## src/rtl/hazard_ctrl_pkg.sv

```systemverilog
// rtl/hazard_ctrl_pkg.sv - shared constants and types for the hazard controller
// Purpose: forwarding-select encodings, divide-stall FSM state type and the
//          forwarding-select helper shared by hazard_ctrl.
// Ports:   none (package).
package hazard_ctrl_pkg;

    localparam logic [1:0] FWD_RF = 2'b00;
    localparam logic [1:0] FWD_W  = 2'b01;
    localparam logic [1:0] FWD_M  = 2'b10;

    typedef enum logic [1:0] {
        IDLE = 2'b00,
        BUSY = 2'b01,
        DONE = 2'b10
    } div_state_t;

    // M beats W because M holds the younger result; r0 is hard-wired zero
    // and must never be forwarded.
    function automatic logic [1:0] fwd_sel(
        input logic       regwrite_m,
        input logic [4:0] writereg_m,
        input logic       regwrite_w,
        input logic [4:0] writereg_w,
        input logic [4:0] src
    );
        logic [1:0] sel;
        sel = FWD_RF;
        if (regwrite_m && (writereg_m != 5'd0) && (writereg_m == src)) begin
            sel = FWD_M;
        end else if (regwrite_w && (writereg_w != 5'd0) && (writereg_w == src)) begin
            sel = FWD_W;
        end
        return sel;
    endfunction

endpackage

```

## src/rtl/hazard_ctrl_div.sv

```systemverilog
// rtl/hazard_ctrl_div.sv - divide-stall FSM for the hazard controller
// Purpose: tracks the iterative divider and raises div_busy while it runs.
// Ports:   clk, reset (async, active-high), divE (DIV/DIVU in E),
//          flush_exc (abort), div_busy (divider running, combinational start).
module div_stall_fsm
    import hazard_ctrl_pkg::*;
#(
    parameter int DIV_CYCLES = 32,
    parameter int CNT_W      = 6
) (
    input  logic clk,
    input  logic reset,
    input  logic divE,
    input  logic flush_exc,
    output logic div_busy
);

    // The IDLE cycle in which divE is first seen already counts as one busy
    // cycle, so BUSY only has to cover the remaining DIV_CYCLES-1.
    localparam logic [CNT_W-1:0] CNT_LOAD = CNT_W'(DIV_CYCLES - 1);
    localparam logic [CNT_W-1:0] CNT_ONE  = CNT_W'(1);

    div_state_t       r_state;
    div_state_t       w_state_nxt;
    logic [CNT_W-1:0] r_cnt;
    logic [CNT_W-1:0] w_cnt_nxt;

    always_ff @(posedge clk or posedge reset) begin
        if (reset) begin
            r_state <= IDLE;
            r_cnt   <= '0;
        end else begin
            r_state <= w_state_nxt;
            r_cnt   <= w_cnt_nxt;
        end
    end

    always_comb begin
        w_state_nxt = r_state;
        w_cnt_nxt   = r_cnt;
        div_busy    = 1'b0;
        case (r_state)
            IDLE: begin
                if (divE) begin
                    div_busy = 1'b1;
                    if (!flush_exc) begin
                        w_state_nxt = BUSY;
                        w_cnt_nxt   = CNT_LOAD;
                    end
                end
            end
            BUSY: begin
                div_busy  = 1'b1;
                w_cnt_nxt = r_cnt - CNT_ONE;
                // Leave when the decrement reaches zero.
                if (r_cnt <= CNT_ONE) begin
                    w_state_nxt = DONE;
                    w_cnt_nxt   = '0;
                end
            end
            DONE: begin
                // The finished DIV is still in E here, so divE is ignored.
                w_state_nxt = IDLE;
            end
            default: begin
                w_state_nxt = IDLE;
                w_cnt_nxt   = '0;
            end
        endcase
        if (flush_exc) begin
            w_state_nxt = IDLE;
            w_cnt_nxt   = '0;
        end
    end

endmodule

```

## src/rtl/hazard_ctrl.sv

```systemverilog
// rtl/hazard_ctrl.sv - hazard and forwarding controller for the 5-stage MIPS-32 pipeline
// Purpose: forwarding selects for D and E, load-use / branch stalls, divide
//          stall via div_stall_fsm, exception flush override.
// Ports:   clk, reset (async, active-high); D/E/M/W register indices and
//          control bits in; stallF/D/E, flushD/E, forwardaD/bD (1b),
//          forwardaE/bE (2b: 00 regfile, 01 W, 10 M), div_busy out.
// Config:  HAZARD_PERF_CNT_EN adds stall_cycles and div_cycles (32b) counters.
module hazard_ctrl
    import hazard_ctrl_pkg::*;
#(
    parameter int DIV_CYCLES = 32,
    parameter int CNT_W      = 6
) (
    input  logic       clk,
    input  logic       reset,
    input  logic [4:0] rsD,
    input  logic [4:0] rtD,
    input  logic [4:0] rsE,
    input  logic [4:0] rtE,
    input  logic [4:0] writeregE,
    input  logic [4:0] writeregM,
    input  logic [4:0] writeregW,
    input  logic       regwriteE,
    input  logic       regwriteM,
    input  logic       regwriteW,
    input  logic       memtoregE,
    input  logic       memtoregM,
    input  logic       branchD,
    input  logic       jrD,
    input  logic       divE,
    input  logic       flush_exc,
    output logic       stallF,
    output logic       stallD,
    output logic       stallE,
    output logic       flushD,
    output logic       flushE,
    output logic       forwardaD,
    output logic       forwardbD,
    output logic [1:0] forwardaE,
    output logic [1:0] forwardbE,
    output logic       div_busy
`ifdef HAZARD_PERF_CNT_EN
    ,
    output logic [31:0] stall_cycles,
    output logic [31:0] div_cycles
`endif
);

    logic w_div_busy;
    logic w_lwstall;
    logic w_br_e;
    logic w_br_m;
    logic w_branchstall;
    logic w_hazard;

    div_stall_fsm #(
        .DIV_CYCLES (DIV_CYCLES),
        .CNT_W      (CNT_W)
    ) u_div (
        .clk       (clk),
        .reset     (reset),
        .divE      (divE),
        .flush_exc (flush_exc),
        .div_busy  (w_div_busy)
    );

    assign forwardaE = fwd_sel(regwriteM, writeregM, regwriteW, writeregW, rsE);
    assign forwardbE = fwd_sel(regwriteM, writeregM, regwriteW, writeregW, rtE);
    assign forwardaD = regwriteM && (writeregM != 5'd0) && (writeregM == rsD);
    assign forwardbD = regwriteM && (writeregM != 5'd0) && (writeregM == rtD);

    assign w_lwstall = memtoregE && (writeregE != 5'd0)
                    && ((writeregE == rsD) || (writeregE == rtD));

    // A branch compares in D, so it must wait for an ALU result still in E
    // or a load result still in M.
    assign w_br_e = regwriteE && (writeregE != 5'd0)
                 && ((writeregE == rsD) || (writeregE == rtD));
    assign w_br_m = memtoregM && (writeregM != 5'd0)
                 && ((writeregM == rsD) || (writeregM == rtD));
    assign w_branchstall = (branchD || jrD) && (w_br_e || w_br_m);

    assign w_hazard = w_lwstall || w_branchstall;

    // flush_exc wins over every stall; during a divide E is held, not bubbled.
    assign stallF   = !flush_exc && (w_hazard || w_div_busy);
    assign stallD   = stallF;
    assign stallE   = !flush_exc && w_div_busy;
    assign flushD   = flush_exc;
    assign flushE   = flush_exc || (w_hazard && !w_div_busy);
    assign div_busy = w_div_busy;

`ifdef HAZARD_PERF_CNT_EN
    logic [31:0] r_stall_cycles;
    logic [31:0] r_div_cycles;

    always_ff @(posedge clk or posedge reset) begin
        if (reset) begin
            r_stall_cycles <= '0;
            r_div_cycles   <= '0;
        end else begin
            if (stallD) begin
                r_stall_cycles <= r_stall_cycles + 32'd1;
            end
            if (w_div_busy) begin
                r_div_cycles <= r_div_cycles + 32'd1;
            end
        end
    end

    assign stall_cycles = r_stall_cycles;
    assign div_cycles   = r_div_cycles;
`endif

endmodule

```

## config.mk

```make
export PLATFORM = sky130hd
export DESIGN_NAME = hazard_ctrl
export DESIGN_NICKNAME = d
export VERILOG_FILES = /design/src/rtl/hazard_ctrl_pkg.sv /design/src/rtl/hazard_ctrl_div.sv /design/src/rtl/hazard_ctrl.sv
export SDC_FILE = /design/constraint.sdc
export NUM_CORES = 1
export LEC_CHECK = 0
export BUFFER_PORTS_ARGS = -buffer_cell sky130_fd_sc_hd__buf_2
export CORE_UTILIZATION = 50
export CTS_BUF_LIST = sky130_fd_sc_hd__clkbuf_8
export CTS_CLUSTER_SIZE = 28
export DETAILED_ROUTE_END_ITERATION = 10
export PLACE_DENSITY = 0.93
export SYNTH_ARGS = -nofsm -noshare
export SYNTH_HDL_FRONTEND = slang
export SYNTH_SLANG_ARGS = --single-unit
```

## constraint.sdc

```tcl
create_clock -name clk -period 2.9 [get_ports clk]
set_input_delay 0.435 -clock clk [delete_from_list [all_inputs] [get_ports clk]]
set_output_delay 0.435 -clock clk [all_outputs]
set_load 0.01 [all_outputs]
```

==> results.py, run 1 <==
metrics = {
    "sta": {
        "period_share": 0.8005,
        "slew_headroom": 0.6680,
        "setup_ws_ps": 578.6,
        "fmax_mhz": 430.8,
        "setup_viol_count_final": 0,
        "totalNegativeSetupSlack_ps": 0,
        "count_of_final_hold_check_violations": 0,
        "grt_setup_unrepaired": "no",
        "final_max_slew_viol_count": 0,
        "finClkSkew_ps": 1.272,
        "min_period_ps": 2321,
        "worstMarginPinSlew_ps": 495.0,
    },
    "routing": {
        "route.detailed.drc": 0,
        "antenna_violating_nets_post_route": 0,
        "routed-via-count": 1258,
        "wl_per_cell_um": 14.91,
        "drtIter0Drc": 39,
        "first_pass_iters": 4,
        "vias_per_cell": 5.744,
        "finalWirelength_mm": 3.266,
    },
    "global_routing": {
        "globalRouteOverflowTotal": 0,
        "track_usage": 0.2825,
        "grt_first_pass_wirelength_mm": 5.388,
        "pin_count_of_the_biggest_net_entering_global_routing": 15,
        "antenna_found_initial": 0,
        "first_global_vias": 1294,
    },
    "setup_path": {
        "reg2reg_setup_slack_ps": 1060,
        "timing.reg2reg.worst_path_depth": 5,
        "criticalPathCategory": "input pin to primary output",
        "worstSetupStartpointType": "input pin",
        "worst-path-max-fanout": 5,
        "rr_endpoint": "u_div.r_cnt[4]$_DFFE_PP0P_",
        "reg2reg_from": "u_div.r_cnt[2]$_DFFE_PP0P_",
        "timing.critical_path.arrival_ps": 1890,
        "setup.worst_path.end_class": "primary output",
        "required_ps": 2470,
    },
    "synthesis": {
        "synth_cell_types": 36,
        "synth_fp_nets": 189,
        "synth_most_common_cell": "xnor2_1",
        "yosysTopAreaCellShare": 0.1788,
        "post_synth_inst_count": 141,
        "synth.top_cells.by_count": "22 x xnor2_1, 18 x xor2_1, 10 x o21ai_0",
        "syn_area_mm2": 0.001120,
        "register_area_share_after_synthesis": 0.1788,
        "synth-main-ff-cell": "dfrtp_1",
        "async_flop_share": 1.000,
        "synth_enable_flop_cells": 0,
        "average_size_of_a_mapped_cell_um2": 7.942,
        "synth_register_bits": 8,
        "synth_warnings": 0,
        "synthDominantAreaCellType": "dfrtp_1",
        "leading_cell_types_by_total_area_after_synthesis": "dfrtp_1 18%, xnor2_1 17%, xor2_1 14%",
    },
    "placement": {
        "gp_congestion": 0.8650,
        "detailed_place_hpwl_mm": 2.714,
        "numPortBuffers": 57,
        "placement.setup.worst_slack_ps": 592.1,
    },
    "cts": {
        "path_clk_slew_ps": 40,
        "cts_repair_resize_count": 0,
        "numClockSinks": 8,
        "cts_hold_buffers": 0,
        "cts_buffer_depth": 2,
        "postCtsSetupRepairBufs": 0,
        "clock_latency_ps": 230,
        "cts.htree.levels": 1,
        "cts-root-buf": "clkbuf_8",
        "cts_tree": "yes",
        "cts_inserted_buffers": 3,
    },
    "floorplan": {
        "full_die_area_mm2": 0.002433,
        "row_count": 16,
        "start_util": 0.5484,
        "boundaryPins": 58,
        "die_h_um": 49.33,
        "fp.dieW_um": 49.33,
        "core_area_mm2": 0.002042,
    },
    "power_and_ir_drop": {
        "power.density_cell_area_mw_per_mm2": 373.4,
        "irDropWorstVdd_mv": 0.2827,
        "leak_pwr_uw": 0.0006425,
    },
    "final_layout": {
        "layout.filler_cells": 170,
        "area.sequential_um2": 200.2,
        "syn_to_final_growth_pct": 27.60,
        "fraction_of_final_layout_cells_sized_beyond_drive_strength_1": 0.3490,
        "nNetsFinal": 242,
        "num_antenna_cells": 0,
        "multi_input_comb_area_um2": 845.8,
    },
    "status": {
        "run_status": "finished, final reports clean",
    },
    "worst_hold_path": {
        "min-delay-path-class": "input pin to asynchronous set/reset pin",
    },
    "job": {
        "max_cap_check_violation_count": 0,
    },
}
==> state kept, by name, indices dropped and copies added (netlist names) <==
register	count
u_div.r_cnt	6
u_div.r_state	2
==> critical path, stage by stage <==
cell	delay [ps]
buf_2	150
or4_4	570
o21ai_4	200
nor4_2	90
nor4_2	270
buf_2	170
==> routing by layer <==
metal  global-route usage  share of wire  up-vias
met2               0.5114           0.52       66
li1                     -              -      600
met5                    0              0        -
met3              0.07477          0.073       12
met4               0.1422          0.022        0
met1               0.2955           0.38      580
==> power breakdown <==
| part | internal [uW] | switching [uW] | total [uW] |
|---|---|---|---|
| Combinational | 105 | 136 | 241 |
| Clock | 90.3 | 48.4 | 139 |
| Sequential | 129 | 24.3 | 153 |
| Total | 325 | 209 | 534 |
==> worst max-delay path by stage <==
| stage | cells after the start | startpoint | slack (ps) | end |
|---|---|---|---|---|
| after floorplan | 5 | writeregM[2] | 720 | forwardaE[0] |
| after global placement | 6 | writeregM[1] | 650 | forwardaE[0] |
| after detailed placement | 6 | writeregM[1] | 590 | forwardaE[0] |
| after CTS | 6 | writeregM[1] | 590 | forwardaE[0] |
| after global routing | 6 | writeregM[1] | 500 | forwardbE[0] |
| final | 6 | writeregM[1] | 580 | forwardaE[0] |
==> layout make-up <==
cell class	instances	share of cell area
multi-input combinational	118	0.5919
sequential	8	0.1401
clock buffer	3	0.02890
timing repair buffer	57	0.1997
tap	27	0.02364
inverter	6	0.01576
==> kinds of logic after synthesis <==
family	Yosys count	synth area share
AND/OR/NAND/NOR	45	0.2425
XOR/XNOR	40	0.3128
AO/OA/AOI/OAI	31	0.1777
buffers and inverters	15	0.06591
flip-flops	8	0.1788
adder cells (fa/ha/maj)	2	0.02234
==> cell usage in the layout, fill, tap and decap left out, types with 2 or more instances in the layout <==
cell	instances
clkbuf_8	3
dfrtp_1	8
nand2_1	6
xnor2_1	22
nor4_1	3
ha_1	2
o21ai_1	2
nand3_1	6
inv_1	6
or4_1	5
nor2_1	8
nor3b_1	2
nand2b_1	2
nor4_2	4
o21ai_0	10
buf_2	57
a21oi_1	6
o22ai_1	2
o31ai_1	2
nor3_1	5
xor2_1	18
==> per-stage QoR <==
stage | instance area (um^2) | hold WS (ps) | cells | total power (uW) | utilization
finish | 1429 | 147.4 | 219 | 533.5 | 0.6998
global route | 1429 | 175.1 | 219 | 567.9 | 0.6998
CTS | 1429 | 161.4 | 219 | 531.0 | 0.6998
detailed placement | 1388 | 406.0 | 216 | 389.7 | 0.6795
global placement | 1388 | 387.6 | 216 | 375.7 | 0.6795
floorplan | 1120 | 250.7 | 141 | 307.9 | -
Note: power is estimated with default switching activity, not from simulation.
==> run 2: changes to the inputs <==
--- a/config.mk
+++ b/config.mk
@@ -6,11 +6,11 @@
 export NUM_CORES = 1
 export LEC_CHECK = 0
 export BUFFER_PORTS_ARGS = -buffer_cell sky130_fd_sc_hd__buf_2
-export CORE_UTILIZATION = 50
+export CORE_UTILIZATION = 42
 export CTS_BUF_LIST = sky130_fd_sc_hd__clkbuf_8
 export CTS_CLUSTER_SIZE = 28
 export DETAILED_ROUTE_END_ITERATION = 10
-export PLACE_DENSITY = 0.93
+export PLACE_DENSITY = 0.84
 export SYNTH_ARGS = -nofsm -noshare
 export SYNTH_HDL_FRONTEND = slang
 export SYNTH_SLANG_ARGS = --single-unit
==> constraint.sdc (replaced) <==
create_clock -name clk -period 2.02 [get_ports clk]
set_input_delay 0.303 -clock clk [delete_from_list [all_inputs] [get_ports clk]]
set_output_delay 0.303 -clock clk [all_outputs]
set_load 0.01 [all_outputs]
==> run 2 against run 1 <==
Net effect:
- register-to-register slack got worse by 800 ps
- total power increased by 44%
- utilization decreased by 10 points
- sequential cell count unchanged
- die area increased by 18%
- clock power increased by 38%
- setup slack got worse by 540 ps
- sequential share of layout area decreased by 0.64 points
==> results.py, run 2 (synthesized netlist as in run 1, its figures left out) <==
metrics = {
    "cts": {
        "cts_repair_resize_count": 0,
        "cts_inserted_buffers": 3,
        "cts_buffer_depth": 2,
        "clock_latency_ps": 230,
        "cts_tree": "yes",
        "path_clk_slew_ps": 40,
        "numClockSinks": 8,
        "cts-root-buf": "clkbuf_8",
        "cts_hold_buffers": 0,
        "cts.htree.levels": 1,
        "postCtsSetupRepairBufs": 0,
    },
    "setup_path": {
        "required_ps": 1720,
        "worst-path-max-fanout": 4,
        "reg2reg_setup_slack_ps": 260,
        "timing.critical_path.arrival_ps": 1670,
        "setup.worst_path.end_class": "primary output",
        "worstSetupStartpointType": "input pin",
        "criticalPathCategory": "input pin to primary output",
    },
    "power_and_ir_drop": {
        "power.density_cell_area_mw_per_mm2": 513.8,
        "leak_pwr_uw": 0.0006724,
        "p_total_uw": 769.5,
        "power_switching_share": 0.3716,
        "p_switching_uw": 285.9,
        "share_clk_of_total_power": 0.250,
        "cell_internal_pwr_uw": 483.5,
        "sequentialPowerShare": 0.271,
        "p_comb_frac": 0.479,
        "irDropWorstVdd_mv": 0.4664,
    },
    "global_routing": {
        "first_global_vias": 1173,
        "track_usage": 0.2215,
        "pin_count_of_the_biggest_net_entering_global_routing": 14,
        "globalRouteOverflowTotal": 0,
        "antenna_found_initial": 0,
        "grt_first_pass_wirelength_mm": 4.740,
    },
    "routing": {
        "wl_per_cell_um": 12.19,
        "routed-via-count": 1236,
        "top_layer_used": "met4",
        "met2_wirelength_mm": 1.369,
        "vias_per_cell": 5.397,
        "route.detailed.drc": 0,
        "wirelength_met1_mm": 1.141,
        "drtIter0Drc": 25,
        "wl_met3_um": 258,
        "antenna_violating_nets_post_route": 0,
        "first_pass_iters": 4,
        "finalWirelength_mm": 2.792,
    },
    "floorplan": {
        "fp.dieW_um": 53.64,
        "row_count": 18,
        "full_die_area_mm2": 0.002877,
        "start_util": 0.4479,
        "die_h_um": 53.64,
        "core_area_mm2": 0.002500,
        "boundaryPins": 58,
    },
    "sta": {
        "setup_ws_ps": 42.31,
        "worstMarginPinSlew_ps": 473.6,
        "period_share": 0.9791,
        "min_period_ps": 1978,
        "count_of_final_hold_check_violations": 0,
        "grt_setup_unrepaired": "yes",
        "fmax_mhz": 505.6,
        "final_max_slew_viol_count": 0,
        "slew_headroom": 0.6824,
        "totalNegativeSetupSlack_ps": 0,
        "finClkSkew_ps": 3.107,
        "setup_viol_count_final": 0,
    },
    "final_layout": {
        "num_antenna_cells": 0,
        "final_core_utilization": 0.5991,
        "nNetsFinal": 249,
        "syn_to_final_growth_pct": 33.74,
        "largest_register_ffs": 6,
        "fraction_of_final_layout_cells_sized_beyond_drive_strength_1": 0.3869,
        "mostFrequentLayoutCells": "57 x buf_2, 22 x xnor2_1, 18 x xor2_1",
        "register_with_the_most_flip_flops": "u_div.r_cnt",
        "area.sequential_um2": 200.2,
        "largestRegisters": "u_div.r_cnt: 6 flops, u_div.r_state: 2 flops",
        "layout_commonest_cell": "buf_2",
        "layout.filler_cells": 205,
        "multi_input_comb_area_um2": 858.3,
    },
    "placement": {
        "detailed_place_hpwl_mm": 2.378,
        "placement.setup.worst_slack_ps": 68.80,
        "gp_congestion": 0.9003,
        "numPortBuffers": 57,
    },
    "status": {
        "run_status": "finished, final reports clean",
    },
    "worst_hold_path": {
        "min-delay-path-class": "input pin to asynchronous set/reset pin",
    },
    "job": {
        "max_cap_check_violation_count": 0,
    },
}
==> run 2: final timing paths <==
check	start	end	cells after the start
worst max-delay path	writeregM[1]	forwardaE[0]	6
worst min-delay path	reset	u_div.r_state[1]$_DFFE_PP0P_	2
worst max register to register	u_div.r_cnt[5]$_DFFE_PP0P_	u_div.r_cnt[4]$_DFFE_PP0P_	5
worst min register to register	u_div.r_cnt[5]$_DFFE_PP0P_	u_div.r_cnt[5]$_DFFE_PP0P_	1
max in group asynchronous	reset	u_div.r_cnt[0]$_DFFE_PP0P_	2
min in group clk	flush_exc	u_div.r_state[1]$_DFFE_PP0P_	3
==> run 2: metal layers <==
layer,up-vias,GRT usage
met3,4,0.05932
met1,548,0.2568
met5,-,0
met2,70,0.3896
met4,0,0.07456
li1,614,-
==> run 2: power by group through the flow <==
stage / Combinational [uW] / Sequential, uW / Clock, uW
2_1_floorplan: 234 / 208 / 0
3_3_place_gp: 357 / 209 / 0
3_5_place_dp: 365 / 209 / 0
4_1_cts: 367 / 207 / 196
5_1_grt: 420 / 214 / 208
6_report: 369 / 208 / 192
==> run 2: final cells by class <==
class,count,share of cell area
sequential,8,0.1337
inverter,6,0.01504
tap,30,0.02506
multi-input combinational,118,0.5731
clock buffer,3,0.02757
timing repair buffer,64,0.2256
==> run 2: metrics by stage <==
step                      hold slack (ps)  cells  area (um^2)
after CTS                           22.43    229         1485
after floorplan                     118.7    141         1120
after detailed placement            264.9    226         1444
final                               8.259    229         1498
after global placement              262.2    226         1444
after global routing                41.99    229         1498
==> run 2: worst max-delay path, stage by stage <==
cell	delay, ps
buf_2	100
or4_4	550
o21ai_4	220
nor4_2	90
nor4_2	250
buf_2	160
